$ cat config.mk
export PLATFORM = sky130hd
export DESIGN_NAME = sra_unit
export DESIGN_NICKNAME = d
export VERILOG_FILES = /design/src/rtl/sra_unit.sv
export SDC_FILE = /design/constraint.sdc
export NUM_CORES = 1
export LEC_CHECK = 0
export CAP_MARGIN = 20
export CORE_UTILIZATION = 51
export CTS_BUF_LIST = sky130_fd_sc_hd__clkbuf_16
export CTS_CLUSTER_DIAMETER = 150
export DETAILED_ROUTE_END_ITERATION = 8
export PLACE_DENSITY_LB_ADDON = 0.05
export SLEW_MARGIN = 25
export SYNTH_ARGS = -nofsm -noshare
export SYNTH_HDL_FRONTEND = slang
export SYNTH_SLANG_ARGS = --single-unit
export TNS_END_PERCENT = 10
$ cat constraint.sdc
create_clock -name clk -period 3.9 [get_ports clk]
set_input_delay 0.585 -clock clk [delete_from_list [all_inputs] [get_ports clk]]
set_output_delay 0.585 -clock clk [all_outputs]
set_load 0.02 [all_outputs]
$ cat src/rtl/sra_unit.sv
// sra_unit: two-stage pipelined 16-bit arithmetic-shift-right unit.
//
// Handshake: in_valid qualifies A/B/shamt/var_sel on the rising edge where it
// is sampled high. Exactly two edges later out_valid is high for one cycle
// with out/zero holding that result. There is no ready and no stall, so every
// accepted input produces exactly one output. While out_valid is low, out and
// zero keep the most recent result.
//
// The shift amount is split across the two stages. Stage 1 shifts by
// amt[1:0], which is 0..3. Stage 2 shifts by 4*amt[3:2], which is 0, 4, 8 or
// 12. Both shifts are arithmetic. Stage 1 therefore leaves A[15] in
// s1_data[15], and stage 2 fills with the original sign bit.
module sra_unit #(
    parameter int WIDTH = 16,
    parameter int SHW   = 4
) (
    input  logic             clk,
    input  logic             rst_n,
    input  logic             in_valid,
    input  logic             var_sel,
    input  logic [WIDTH-1:0] A,
    input  logic [WIDTH-1:0] B,
    input  logic [SHW-1:0]   shamt,
    output logic [WIDTH-1:0] out,
    output logic             out_valid,
    output logic             zero
);

    localparam int HW = SHW - 2;  // width of the coarse (multiple-of-4) amount

    logic [SHW-1:0]   amt;
    logic [WIDTH-1:0] s1_next;
    logic [WIDTH-1:0] s1_data;
    logic [HW-1:0]    s1_amt_hi;
    logic             s1_valid;
    logic [WIDTH-1:0] s2_next;

    // B only supplies the amount. Its upper bits are collected here on purpose.
    logic unused_b_hi;
    assign unused_b_hi = ^B[WIDTH-1:SHW];

    // Select the amount and do the fine shift (0..3) ahead of stage 1.
    always_comb begin
        amt     = var_sel ? B[SHW-1:0] : shamt;
        s1_next = $signed(A) >>> amt[1:0];
    end

    // Stage 1: the valid bit always updates; the data loads only on a valid input.
    always_ff @(posedge clk or negedge rst_n) begin
        if (!rst_n) begin
            s1_valid  <= 1'b0;
            s1_data   <= '0;
            s1_amt_hi <= '0;
        end else begin
            s1_valid <= in_valid;
            if (in_valid) begin
                s1_data   <= s1_next;
                s1_amt_hi <= amt[SHW-1:2];
            end
        end
    end

    // Coarse shift by 4*s1_amt_hi. s1_data[15] already equals the original A[15].
    always_comb begin
        s2_next = $signed(s1_data) >>> {s1_amt_hi, 2'b00};
    end

    // Stage 2: register the result and its zero flag; both hold when no valid arrives.
    always_ff @(posedge clk or negedge rst_n) begin
        if (!rst_n) begin
            out_valid <= 1'b0;
            out       <= '0;
            zero      <= 1'b1;
        end else begin
            out_valid <= s1_valid;
            if (s1_valid) begin
                out  <= s2_next;
                zero <= (s2_next == '0);
            end
        end
    end

endmodule

Yosys cells after proc, flatten, opt, wreduce, memory -nomap -nowiden
Index checks and enable logic that the tools add are counted.

Output and inout bits: 18. Input bits: 40. Bits in registers: 37.

Reductions and logical operators: 1. Mux-type cells: 1. Shift operators: 2.

Operator list (count): logical NOT 16 bit (1); >>> shifter 16 x 2 -> 16 bit (1); >>> shifter 16 x 4 -> 16 bit (1); two-way mux 4 bit (1).

Depth between registers and ports, before layout
Word-level depth: 2. Gate-level depth with buffers: 6. Depth with buffers taken out: 4.

Worst setup path before layout
Ideal clock, no wire load.

Kind: input to register. Start: in var_sel. End: reg s1_data[5]. Stages: 6. Data required time: 3.775 ns. Arrival time: 1.803 ns. Library setup time: 0.125 ns. Setup slack: 1.973 ns. Path through: buf_6 mux2i_4 buf_8 mux2i_1 mux2i_1 mux2_2.

Cells in the longest elaborated chain, start to end: 2.

RTL lines: start, declared (line 20) `input logic var_sel,`; two-way mux 4 bit (line 44) `amt = var_sel ? B[SHW-1:0] : shamt;`; >>> shifter 16 x 2 -> 16 bit (line 45) `s1_next = $signed(A) >>> amt[1:0];`; end signal, assigned (line 57) `s1_data <= s1_next;`; end, declared (line 33) `logic [WIDTH-1:0] s1_data;`.

Every way passes these cells. A chain may end at the register's enable or synchronous reset.

Worst setup path after layout
Start: in var_sel. End: reg s1_data[10].

Same word-level chain as after synthesis.

==> qor.csv <==
stage,metric,value,unit
sta,drv_slew,0,
final_layout,syn_to_final_growth,29.2,%
synthesis,synth_edf_count,0,
final_layout,diodes,0,
global_routing,grt_overflow,0,
global_routing,grt_usage,21.0,%
placed_design,placed_area,2500,um2
global_routing,grt_max_degree,38,
final_layout,nFillCells,261,
sta,fin_setup_tns,0,ns
setup_path,slowest_delay,0.69,ns
floorplan,dieWidth,65.7,um
synthesis,netlist_area,2070,um2
cts,ctsResizeCount,0,
synthesis,yosysMostFrequentCell,dfrtp_1,
synthesis,synth_top_area_share,43.5,%
sta,holdWs,0.491,ns
floorplan,die_height,65.7,um
setup_path,worstPathRequired,4.06,ns
setup_path,cp.arrival,2.70,ns
cts,cts_tree,built,
setup_path,crit_top_cell,mux2i_1,
power,p_leak,0.00112,uW
cts,cts_hold_buf,0,
placed_design,hpwl,2910,um
sta,setup_viol,0,
setup_path,crit_type,in2reg,
floorplan,initial_core_util,54.9,%
final_layout,drive_above_1_share,23.0,%
synthesis,synth.avg_cell_area,12.7,um2
drt,ant_nets,0,
power,power_density,498,nW/um2
synthesis,yosys-top-cells-area,"dfrtp_1 43%, mux2i_1 15%, mux2_2 15%",
cts,htree_levels,2,
drt,num_vias,1434,
synthesis,yosysWarnings,0,
synthesis,synthCells,163,
cts,clock_path_buffers,2,
cts,cts.sink_count,37,
drt,drt_pre_antenna_iters,6,
placed_design,gp_congestion,0.796,
setup_path,critPathMaxFanout,16,
setup_path,path_cells,clkdlybuf4s50_1 -> mux2i_4 -> mux2i_1 -> mux2i_1 -> mux2_2,
cts,root_buffer,clkbuf_16,
worst_hold_path,hold_path_depth,2,
synthesis,ys_seq_area_share,44.7,%
setup_path,r2r-start,s1_amt_hi[0],
setup_path,cp-start-kind,input port,
cts,clk_latency,0.28,ns
setup_path,ff2ff_setup_slack,1.96,ns
setup_path,r2r_cells,4,
global_routing,grt_pass1_vias,1491,
sta,fmax,0.393,GHz
drt,avgRoutedWirePerCell,15.8,um
synthesis,yosysUniqueCellTypes,24,
floorplan,core-area,3770,um2
drt,drc,0,
synthesis,syn-num-nets,203,
setup_path,r2r-end,zero,
synthesis,synth_common_cells,"36 x dfrtp_1, 32 x mux2i_1, 27 x mux2_2, 13 x a21oi_1, 10 x nor2_1",
sta,timing.final.crit_share,65.2,%
cts,cts_buffers,5,
worst_hold_path,hold_start,zero,
floorplan,die-area,4320,um2
floorplan,num_rows,22,
sta,min_period,2.54,ns
job,timing.max_cap.violations,0,
setup_path,cpMaxStageDelayCell,mux2i_4,
drt,drt_iter0_drc,61,
floorplan,pin_count,58,
cts,cts_setup_buffers,0,
final_layout,nNetsFinal,243,
synthesis,yosys_most_used_dff,dfrtp_1,
final_layout,final_area,2680,um2
worst_hold_path,worst_hold_path.endpoint,zero,
setup_path,crit_buf_inv,1,
power,power.total,1330,uW
run_status,status,"complete, no violations",
sta,tightest_slew,0.829,ns
placed_design,numPortBuffers,45,
synthesis,yosysTopAreaCell,dfrtp_1,
global_routing,grt_pass1_wl,6800,um
sta,hold_viol_final,0,
power,irDropWorstVdd,340,uV
setup_path,cp_top_family,multiplexers,
drt,routed_wl,3980,um
global_routing,grt_antenna_before_repair,0,
setup_path,cp-end-kind,flip-flop,
synthesis,synthArstFlopShare,100,%
cts,path_clk_slew,0.06,ns
drt,viasPerCell,5.69,
sta,rsz0062_at_grt,false,
worst_hold_path,hp-class,reg2reg,
sta,skew,0.00674,ns
sta,slew_headroom,44.7,%
synthesis,ys_ff_latch,37,
==> metrics by stage <==
stage / worst slack (ns) / util [%] / std cells
floorplan: 1.97 / - / 163
global placement: 1.14 / 66.4 / 244
detailed placement: 1.07 / 66.4 / 244
CTS: 1.36 / 71.0 / 252
global route: 1.26 / 71.0 / 252
finish: 1.36 / 71.0 / 252
==> final cells by class <==
type	count	area (um2)	area share [%]
Clock buffer	5	125	4.68
Clock inverter	3	46.3	1.73
Inverter	5	18.8	0.701
Multi-Input combinational cell	108	1040	38.9
Sequential cell	37	927	34.6
Tap cell	48	60.1	2.24
Timing Repair Buffer	46	458	17.1
==> cells in the final DEF, fill, tap and decap left out <==
cell and n:
a21oi_1 13, buf_4 1, bufinv_16 1, clkbuf_16 5, clkdlybuf4s50_1 45, clkinv_4 1
clkinvlp_4 1, dfrtp_1 36, dfstp_2 1, inv_1 5, mux2_2 27, mux2i_1 32
mux2i_4 2, mux4_2 7, nand2_1 1, nand2b_1 1, nand3_1 1, nor2_1 10
nor2b_1 1, nor3b_1 1, nor4_1 2, o211ai_1 4, o21ai_0 4, o22ai_2 1
or4_1 1
==> worst max-delay path by stage <==
stage,start,end,slack [ns],depth (start not counted)
2_1_floorplan,var_sel,s1_data[5],1.97,6
3_3_place_gp,var_sel,s1_data[10],1.14,5
3_5_place_dp,var_sel,s1_data[2],1.07,5
4_1_cts,var_sel,s1_data[2],1.36,5
5_1_grt,var_sel,s1_data[2],1.26,5
6_report,var_sel,s1_data[10],1.36,5
==> metal layers <==
| layer | vias to the layer above | global-route usage, % | part of all wire, % |
|---|---|---|---|
| met5 | - | 0 | 0 |
| met4 | 0 | 6.25 | 0.63 |
| met3 | 4 | 5.21 | 5.6 |
| met2 | 52 | 37.2 | 53 |
| met1 | 703 | 24.9 | 40 |
| li1 | 675 | - | - |
==> worst register-to-register path, delay by kind of cell (launching register included) <==
| kind | cells | cell delay (ns) |
|---|---|---|
| AO/OA/AOI/OAI | 1 | 0.11 |
| multiplexers | 1 | 0.60 |
| flip-flops | 1 | 0.75 |
| AND/OR/NAND/NOR | 2 | 0.41 |
==> cell families (layout without fill, tap and decap cells) <==
kind of cell           count (synthesis)  count (layout)  synth area share [%]
AND/OR/NAND/NOR                       18              18                  4.17
buffers and inverters                 18              59                  5.01
flip-flops                            37              37                  44.7
multiplexers                          68              68                  39.9
AO/OA/AOI/OAI                         22              22                  6.16
==> state kept, by name (all words and copies together), names as in the netlist <==
signal	count
zero	1
s1_valid	1
s1_data	16
out	16
s1_amt_hi	2
out_valid	1
==> report_power, final <==
part	total [uW]	internal, uW	switching (uW)
Combinational	354	205	149
Clock	456	302	154
Sequential	523	452	70.7
Total	1330	960	374
Note: power is estimated with default switching activity, not from simulation.
